==> src/rtl/inst_fetch_unit_pkg.sv <==
// inst_fetch_unit_pkg: shared encodings, field positions and state type for the fetch stage
package inst_fetch_unit_pkg;
  localparam logic [1:0] PC_SEL_SEQ = 2'b00;
  localparam logic [1:0] PC_SEL_BR  = 2'b01;
  localparam logic [1:0] PC_SEL_JMP = 2'b10;
  localparam logic [1:0] PC_SEL_RSV = 2'b11;
  localparam logic [15:0] NOP_INST = 16'h0000;
  localparam int OPCODE_MSB = 15;
  localparam int OPCODE_LSB = 11;
  localparam int FUNC_MSB = 4;
  localparam int FUNC_LSB = 0;
  typedef enum logic [1:0] {IDLE, FETCH, DRAIN} fetch_state_t;
  function automatic logic [15:0] sat_inc(input logic [15:0] v, input logic en);
    return v + 16'(en && v != 16'hFFFF);
  endfunction
endpackage

==> src/rtl/inst_fetch_unit_skid_buf.sv <==
// fetch_skid_buf: output register plus one skid entry of {pc,inst}, with push/pop/flush
module fetch_skid_buf
  import inst_fetch_unit_pkg::*;
#(
  parameter int AW = 16,
  parameter int IW = 16
) (
  input  logic          clk,
  input  logic          rst_n,
  input  logic          push,
  input  logic          pop,
  input  logic          flush,
  input  logic [AW-1:0] push_pc,
  input  logic [IW-1:0] push_inst,
  output logic          out_valid,
  output logic [AW-1:0] out_pc,
  output logic [IW-1:0] out_inst,
  output logic [1:0]    occ
);
  logic skid_v;
  logic [AW+IW-1:0] out_d, skid_d;
  assign {out_pc, out_inst} = out_d;
  assign occ = 2'(out_valid) + 2'(skid_v);
  always_ff @(posedge clk or negedge rst_n)
    if (!rst_n) begin
      out_valid <= 1'b0;
      skid_v <= 1'b0;
      out_d <= {AW'(0), IW'(NOP_INST)};
      skid_d <= '0;
    end else if (flush) begin
      out_valid <= 1'b0;
      skid_v <= 1'b0;
    end else begin
      if (push) skid_d <= {push_pc, push_inst};
      if (pop || !out_valid) begin
        if (skid_v || push) out_d <= skid_v ? skid_d : {push_pc, push_inst};
        out_valid <= skid_v || push;
        skid_v <= skid_v && push;
      end else if (push) skid_v <= 1'b1;
    end
endmodule

==> src/rtl/inst_fetch_unit.sv <==
// inst_fetch_unit: PC, req/ack instruction port and 2-deep output buffer feeding decode.
// FETCH_STATS_EN adds saturating redirect/stall/discard counters.
module inst_fetch_unit
  import inst_fetch_unit_pkg::*;
#(
  parameter int AW = 16,
  parameter int IW = 16,
  parameter logic [AW-1:0] RESET_VEC = '0
) (
  input  logic          clk,
  input  logic          rst_n,
  output logic          imem_req,
  output logic [AW-1:0] imem_addr,
  input  logic          imem_ack,
  input  logic [IW-1:0] imem_rdata,
  input  logic          stall,
  input  logic [1:0]    pc_sel,
  input  logic          jr_sel,
  input  logic [AW-1:0] br_target,
  input  logic [AW-1:0] jmp_target,
  input  logic [AW-1:0] jr_target,
  output logic          if_valid,
  output logic [IW-1:0] if_inst,
  output logic [AW-1:0] if_pc
`ifdef FETCH_STATS_EN
  ,
  output logic [15:0]   stat_redirects,
  output logic [15:0]   stat_stall_cycles,
  output logic [15:0]   stat_drain_discards
`endif
);
  fetch_state_t state, state_nx;
  logic [AW-1:0] pc, pc_nx, req_addr, target;
  logic pend, redirect, accept, consume, ack, push;
  logic [1:0] occ, occ_after;
  assign redirect = jr_sel || pc_sel == PC_SEL_BR || pc_sel == PC_SEL_JMP;
  assign target = jr_sel ? jr_target : pc_sel == PC_SEL_BR ? br_target : jmp_target;
  assign accept = redirect && state != IDLE;
  assign consume = if_valid && !stall;
  assign occ_after = occ - 2'(consume);
  // A raised request is held (pend) with its address frozen until acknowledged.
  assign imem_req = pend || (state == FETCH && occ_after < 2'd2);
  assign imem_addr = pend ? req_addr : pc;
  assign ack = imem_req && imem_ack;
  assign push = ack && state == FETCH && !accept;
  always_comb begin
    state_nx = state == IDLE ? FETCH :
               state == FETCH ? ((accept && imem_req && !imem_ack) ? DRAIN : FETCH) :
               (imem_ack ? FETCH : DRAIN);
    pc_nx = accept ? target : push ? imem_addr + 1'b1 : pc;
  end
  always_ff @(posedge clk or negedge rst_n)
    if (!rst_n) begin
      state <= IDLE;
      pc <= RESET_VEC;
      pend <= 1'b0;
      req_addr <= RESET_VEC;
    end else begin
      state <= state_nx;
      pc <= pc_nx;
      pend <= imem_req && !imem_ack;
      req_addr <= imem_addr;
    end
  fetch_skid_buf #(.AW(AW), .IW(IW)) u_buf (
    .clk(clk), .rst_n(rst_n), .push(push), .pop(consume), .flush(accept),
    .push_pc(imem_addr), .push_inst(imem_rdata),
    .out_valid(if_valid), .out_pc(if_pc), .out_inst(if_inst), .occ(occ)
  );
`ifdef FETCH_STATS_EN
  always_ff @(posedge clk or negedge rst_n)
    if (!rst_n) begin
      stat_redirects <= '0;
      stat_stall_cycles <= '0;
      stat_drain_discards <= '0;
    end else begin
      stat_redirects <= sat_inc(stat_redirects, accept);
      stat_stall_cycles <= sat_inc(stat_stall_cycles, if_valid && stall);
      stat_drain_discards <= sat_inc(stat_drain_discards, ack && (state == DRAIN || accept));
    end
`endif
endmodule
==> config.mk <==
export PLATFORM = sky130hd
export DESIGN_NAME = inst_fetch_unit
export DESIGN_NICKNAME = d
export VERILOG_FILES = /design/src/rtl/inst_fetch_unit_pkg.sv /design/src/rtl/inst_fetch_unit_skid_buf.sv /design/src/rtl/inst_fetch_unit.sv
export SDC_FILE = /design/constraint.sdc
export NUM_CORES = 1
export LEC_CHECK = 0
export ABC_AREA = 1
export CAP_MARGIN = 20
export CORE_ASPECT_RATIO = 0.9
export CORE_MARGIN = 5
export CORE_UTILIZATION = 41
export DETAILED_ROUTE_END_ITERATION = 10
export PLACE_DENSITY = 0.67
export SETUP_SLACK_MARGIN = 0.05
export SYNTH_ARGS = -nofsm -noshare
export SYNTH_HDL_FRONTEND = slang
export SYNTH_HIERARCHICAL = 1
export SYNTH_SLANG_ARGS = --single-unit
==> constraint.sdc <==
create_clock -name clk -period 2.24 [get_ports clk]
set_input_delay 0.448 -clock clk [delete_from_list [all_inputs] [get_ports clk]]
set_output_delay 0.448 -clock clk [all_outputs]
set_load 0.005 [all_outputs]
; After elaboration in Yosys (flattened, before gate mapping)
; Index checks and enable logic that the tools add are counted.
[word_totals]
ff_bits = 101
latch_bits = 0
ram_bits = 0
mem_bits_ro = 0
input_bits = 71
out_inout_bits = 50
wordCells = 57
memories = 0
[op_classes]
n_addsub = 3
multipliers = 0
div = 0
order_cmp = 1
n_eq_ne = 3
shift = 0
n_mux = 15
bitwise_logic = 1
reduce_logical = 26
[ops]
columns = cell, count
row1 = two-way mux 16 bit, 5
row2 = two-way mux 32 bit, 1
row3 = "adder 16 x 1 -> 16 bit, second input constant", 1
row4 = logical AND 1 bit, 10
row5 = two-way mux 2 bit, 4
row6 = nonzero test 2 bit, 3
row7 = logical OR 1 bit, 5
row8 = two-way mux 1 bit, 5
row9 = "equality test 2 x 1 -> 1 bit, second input constant", 2
row10 = zero test 1 bit, 4
row11 = AND reduction 3 bit, 1
row12 = nonzero test 3 bit, 1
row13 = adder 1 x 1 -> 2 bit, 1
row14 = "equality test 2 bit, second input constant", 1
row15 = zero test 2 bit, 1
row16 = "less-than comparator 2 bit, second input constant", 1
row17 = AND reduction 2 bit, 1
row18 = subtractor 2 x 1 -> 2 bit, 1
row19 = inverter 1 bit, 1

; Depth between registers and ports, before layout
[logic_depth]
depth_word = 12
depth_mapped = 15
depth_no_buf = 13

; By module
; Netlist, hierarchy kept.
[modules_own_cells]
columns = mod, instances, cells_each, area_per_inst_um2, seq_area_each_um2
row1 = fetch_skid_buf, 1, 395, 3086.7, 1651.6
row2 = inst_fetch_unit, 1, 377, 2611.3, 875.8

; Worst setup path after synthesis
; No wires, ideal clock.
[synth_path]
kind = flip-flop to flip-flop
start = reg u_buf.out_valid
end = reg u_buf.out_d[0]
setup_time_ns = 0.117
arrival_ns = 1.894
required_time_ns = 2.123
path_slack_ns = 0.229
stages_incl_launch_ff = 16
path_buffers = 2
synth_period_minus_slack_ns = 2.011
cell_sequence = dfrtp_1 -> ha_1 -> inv_1 -> nand3_1 -> nand2_1 -> nand3_1 -> nand2_2 -> nand2_2 -> nor2_1 -> buf_4 -> inv_2 -> nand2_2 -> nand3_4 -> buf_6 -> nand2_1 -> nand2_1
[synth_between]
elab_chain_cells = 10
elab_cells_between_ends = 13
classes_between = add/sub: 2 / order compare: 1 / reduce/logical: 10
[synth_rtl]
columns = item, line
row1 = "start, declared", inst_fetch_unit_skid_buf.sv:15  ; output logic out_valid,
row2 = "start signal, assigned", inst_fetch_unit_skid_buf.sv:37  ; out_valid <= skid_v || push;
row3 = adder 1 x 1 -> 2 bit, inst_fetch_unit_skid_buf.sv:23  ; assign occ = 2'(out_valid) + 2'(skid_v);
row4 = net occ[0], inst_fetch_unit.sv:35  ; logic [1:0] occ, occ_after;
row5 = subtractor 2 x 1 -> 2 bit, inst_fetch_unit.sv:40  ; assign occ_after = occ - 2'(consume);
row6 = less-than comparator 2 bit, inst_fetch_unit.sv:42  ; assign imem_req = pend || (state == FETCH && occ_after < 2'd2);
row7 = logical AND 1 bit, inst_fetch_unit.sv:42
row8 = logical OR 1 bit, inst_fetch_unit.sv:42
row9 = net imem_req, inst_fetch_unit.sv:12  ; output logic imem_req,
row10 = logical AND 1 bit, inst_fetch_unit.sv:44  ; assign ack = imem_req && imem_ack;
row11 = logical AND 1 bit (2 in series), inst_fetch_unit.sv:45  ; assign push = ack && state == FETCH && !accept;
row12 = net push, inst_fetch_unit.sv:34  ; logic pend, redirect, accept, consume, ack, push;
row13 = logical OR 1 bit, inst_fetch_unit_skid_buf.sv:36  ; if (skid_v || push) out_d <= skid_v ? skid_d : {push_pc, push_inst};
row14 = AND reduction 3 bit (no line), -
row15 = "end signal, assigned", inst_fetch_unit_skid_buf.sv:28  ; out_d <= {AW'(0), IW'(NOP_INST)};
row16 = "end signal, assigned", inst_fetch_unit_skid_buf.sv:36
row17 = "end, declared", inst_fetch_unit_skid_buf.sv:21  ; logic [AW+IW-1:0] out_d, skid_d;
; The timed path passes the listed nets, and every way through them passes these cells.
; A chain may end at the register's enable or synchronous reset.

; Final worst setup path
[layout_path]
start = reg pend
end = out imem_addr[15]
[layout_between]
elab_chain_cells = 1
[layout_rtl]
columns = item, line
row1 = "start, declared", inst_fetch_unit.sv:34
row2 = "start signal, assigned", inst_fetch_unit.sv:61  ; pend <= imem_req && !imem_ack;
row3 = two-way mux 16 bit, inst_fetch_unit.sv:43  ; assign imem_addr = pend ? req_addr : pc;
row4 = "end, declared", inst_fetch_unit.sv:13  ; output logic [AW-1:0] imem_addr,
; Every way passes these cells.

==> run_results.csv <==
group,metric,value,unit
worst_setup_path,crit_path_max_fanout,4,
worst_setup_path,worst_setup_path_end_kind,"primary output",
sta,report.final.slew_viol_count,0,
worst_setup_path,r2r_cells,15,
synthesis,async_flop_share,100,%
floorplan,die_x,134,um
worst_setup_path,worst_r2r_startpoint,"u_buf/out_valid$_DFFE_PN0P_",
cells_and_area,num_antenna_cells,0,
worst_setup_path,path_cells,"clkinv_4, or2_2, o21ai_0, inv_1, dlygate4sd2_1",
synthesis,ys_top_cells_by_area,"dfrtp_1 44%, nand2_1 23%, nand3_1 9.0%, nand2_2 3.2%, inv_1 2.2%",
grt,first_global_vias,5217,
sta,worst_pin_slew,0.404,ns
floorplan,rows,40,
worst_setup_path,r2r_end,"u_buf/out_d[23]$_DFFE_PN0P_",
sta,hold_slack,0.0218,ns
worst_setup_path,slowest_stage,"dfrtp_2",
clock_tree,cts_tree,"built",
worst_setup_path,crit_arrival,1.71,ns
synthesis,synth_seq_cells,101,
cells_and_area,drive_above_1_share,14.5,%
floorplan,dieArea,16400,um2
flow_run,maxCapViolCount,0,
sta,fin_crit_sh,96.3,%
synthesis,synth_top_area_share,44.4,%
detailed_routing,avgViaCountPerCell,4.99,
synthesis,synth-main-ff-cell,"dfrtp_1",
cells_and_area,stdcell_count,1085,
detailed_routing,drc,0,
synthesis,syn_area,5700,um2
floorplan,die_h,122,um
sta,finalWorstSetupSlack,0.0818,ns
cells_and_area,layout_common_cells,"349 x nand2_1, 104 x clkdlybuf4s50_1, 101 x nand3_1",
sta,skew,0.00581,ns
grt,grt_use_total,20.1,%
sta,finalCriticalPeriod,2.16,ns
place,numPortBuffers,120,
min_path,hold_class,"primary input to asynchronous set/reset pin",
detailed_routing,ant_nets,0,
sta,rsz0062_at_grt,"yes",
floorplan,core_area,13500,um2
clock_tree,root_buffer,"clkbuf_16",
worst_setup_path,slowest_delay,0.47,ns
sta,hold_viol_final,0,
clock_tree,numCtsBuffers,9,
worst_setup_path,r2r_slack,0.22,ns
place,dp_hpwl,11500,um
clock_tree,worstSkewPairLatency,0.35,ns
worst_setup_path,criticalPathCategory,"flip-flop to primary output",
place,dp_cells,1062,
detailed_routing,post_drt_wl_per_cell,14.7,um
worst_setup_path,crit_start,"pend$_DFF_PN0_",
sta,finalSetupViolations,0,
floorplan,pin_count,121,
synthesis,synth.yosys.seq_area_share,44.4,%
cells_and_area,nets,987,
detailed_routing,routed-via-count,5413,
synthesis,synth_cell_types,36,
grt,grt_max_degree,38,
synthesis,syn-num-nets,845,
place,place_ws,-0.0357,ns
place,place_congestion,0.847,
pwr,ir_drop,0.000539,V
worst_setup_path,worst_ep_required_time,1.79,ns
cells_and_area,layout_commonest_cell,"nand2_1",
detailed_routing,drt_iter0_drc,417,
detailed_routing,drt-pass1-iter-count,5,
synthesis,avgSynthCellArea,7.38,um2
clock_tree,htreeDepth,3,
synthesis,yosysWarnings,6,
sta,fmax,0.463,GHz
clock_tree,cts_buffer_depth,2,
clock_tree,cts.sinks,101,
run_status,status,"complete, no violations",
synthesis,synth-edff-count,0,
pwr,p_per_area,1090,nW/um2
grt,grt_pass1_wl,26600,um
synthesis,synth_area_leader_cell,"dfrtp_1",
floorplan,start_util,42.2,%
grt,overflow,0,
pwr,cellLeakagePower,3.91,nW
sta,relSlewSlack,73.0,%
synthesis,synth_cells,772,
clock_tree,clk_pin_slew,0.07,ns
cells_and_area,areaGrowthSynthToFinish,33.4,%
worst_setup_path,cp-start-kind,"flip-flop",
grt,antenna_found_initial,0,
worst_setup_path,crit_end,"imem_addr[15]",
detailed_routing,wl,16000,um
==> routing by layer <==
layer  vias up  track usage, %  routed length [um]
met3        14            3.76                 690
met1      2555            29.0                7550
met2       116            31.7                7590
met5         -               0                   0
li1       2728               -                   -
met4         0            4.39                 152
==> what timing repair did <==
action | in CTS | in global routing
setup buffers | 8 | 1
cloned | 0 | 0
pin swaps | 2 | 1
hold buffers | 0 | 0
resized for setup | 18 | 12
setup endpoints to repair | 17 | 11
==> area by class of cell <==
cell class	instances	area (um2)
clock buffers	10	239
clock inverters	4	50.0
fillers	1289	5910
inverters	41	164
multi-input cells	587	2720
flip-flops and latches	101	2530
well taps	168	210
repair buffers	174	1690
==> cell usage after synthesis (7+ instances only) <==
master / n
a21oi_1: 21
buf_6: 7
nand2_1: 350
nor2_1: 21
inv_1: 34
nand2_2: 29
o211ai_1: 7
buf_4: 11
nand3_1: 102
dfrtp_1: 101
buf_2: 21
o21ai_0: 12
nand2_4: 8
==> per-stage QoR <==
| stage | TNS, ns | power [mW] | cell area (um2) | utilization, % |
|---|---|---|---|---|
| after detailed placement | -0.0377 | 6.73 | 7190 | 53.2 |
| final | 0 | 8.32 | 7600 | 56.3 |
| after floorplan | 0 | 4.98 | 5700 | - |
| after CTS | 0 | 8.38 | 7560 | 56.0 |
| after global routing | 0 | 8.99 | 7600 | 56.3 |
| after global placement | -0.0319 | 6.67 | 7190 | 53.2 |
==> where the power goes <==
part	switching (mW)	total [mW]	internal (mW)
sequential	0.459	3.09	2.63
combinational	1.92	3.67	1.75
clock	0.680	1.56	0.883
total	3.06	8.32	5.26
==> worst max-delay path, delay by kind of cell (launching register included) <==
kind | cells | cell delay, ns
DFF | 1 | 0.47
buffers and inverters | 3 | 0.50
and+or+nand+nor | 1 | 0.28
AOI/OAI and AO/OA | 1 | 0.11
==> worst min path at each step <==
| stage | startpoint | end | slack [ns] | depth (start not counted) |
|---|---|---|---|---|
| global route | rst_n | req_addr[12]$_DFF_PN0_ | 0.06 | 1 |
| floorplan | rst_n | pc[0]$_DFFE_PN0P_ | 0.15 | 0 |
| CTS | rst_n | req_addr[12]$_DFF_PN0_ | 0.03 | 1 |
| finish | rst_n | req_addr[12]$_DFF_PN0_ | 0.02 | 1 |
| global placement | rst_n | req_addr[8]$_DFF_PN0_ | 0.41 | 1 |
| detailed placement | rst_n | req_addr[12]$_DFF_PN0_ | 0.40 | 1 |
==> sequential cells by signal, summed over array words and instances, names as in the netlist <==
signal,cells
u_buf/out_valid,1
u_buf/skid_d,32
u_buf/out_d,32
pend,1
req_addr,16
state,2
u_buf/skid_v,1
pc,16
==> kinds of logic after synthesis <==
logic type	synth area share [%]
XOR/XNOR	0.307
flip-flops	44.4
buffers and inverters	8.30
AO/OA/AOI/OAI	5.31
adder cells (fa/ha/maj)	0.439
AND/OR/NAND/NOR	41.3
No activity file was read; power rests on OpenSTA's default activity.
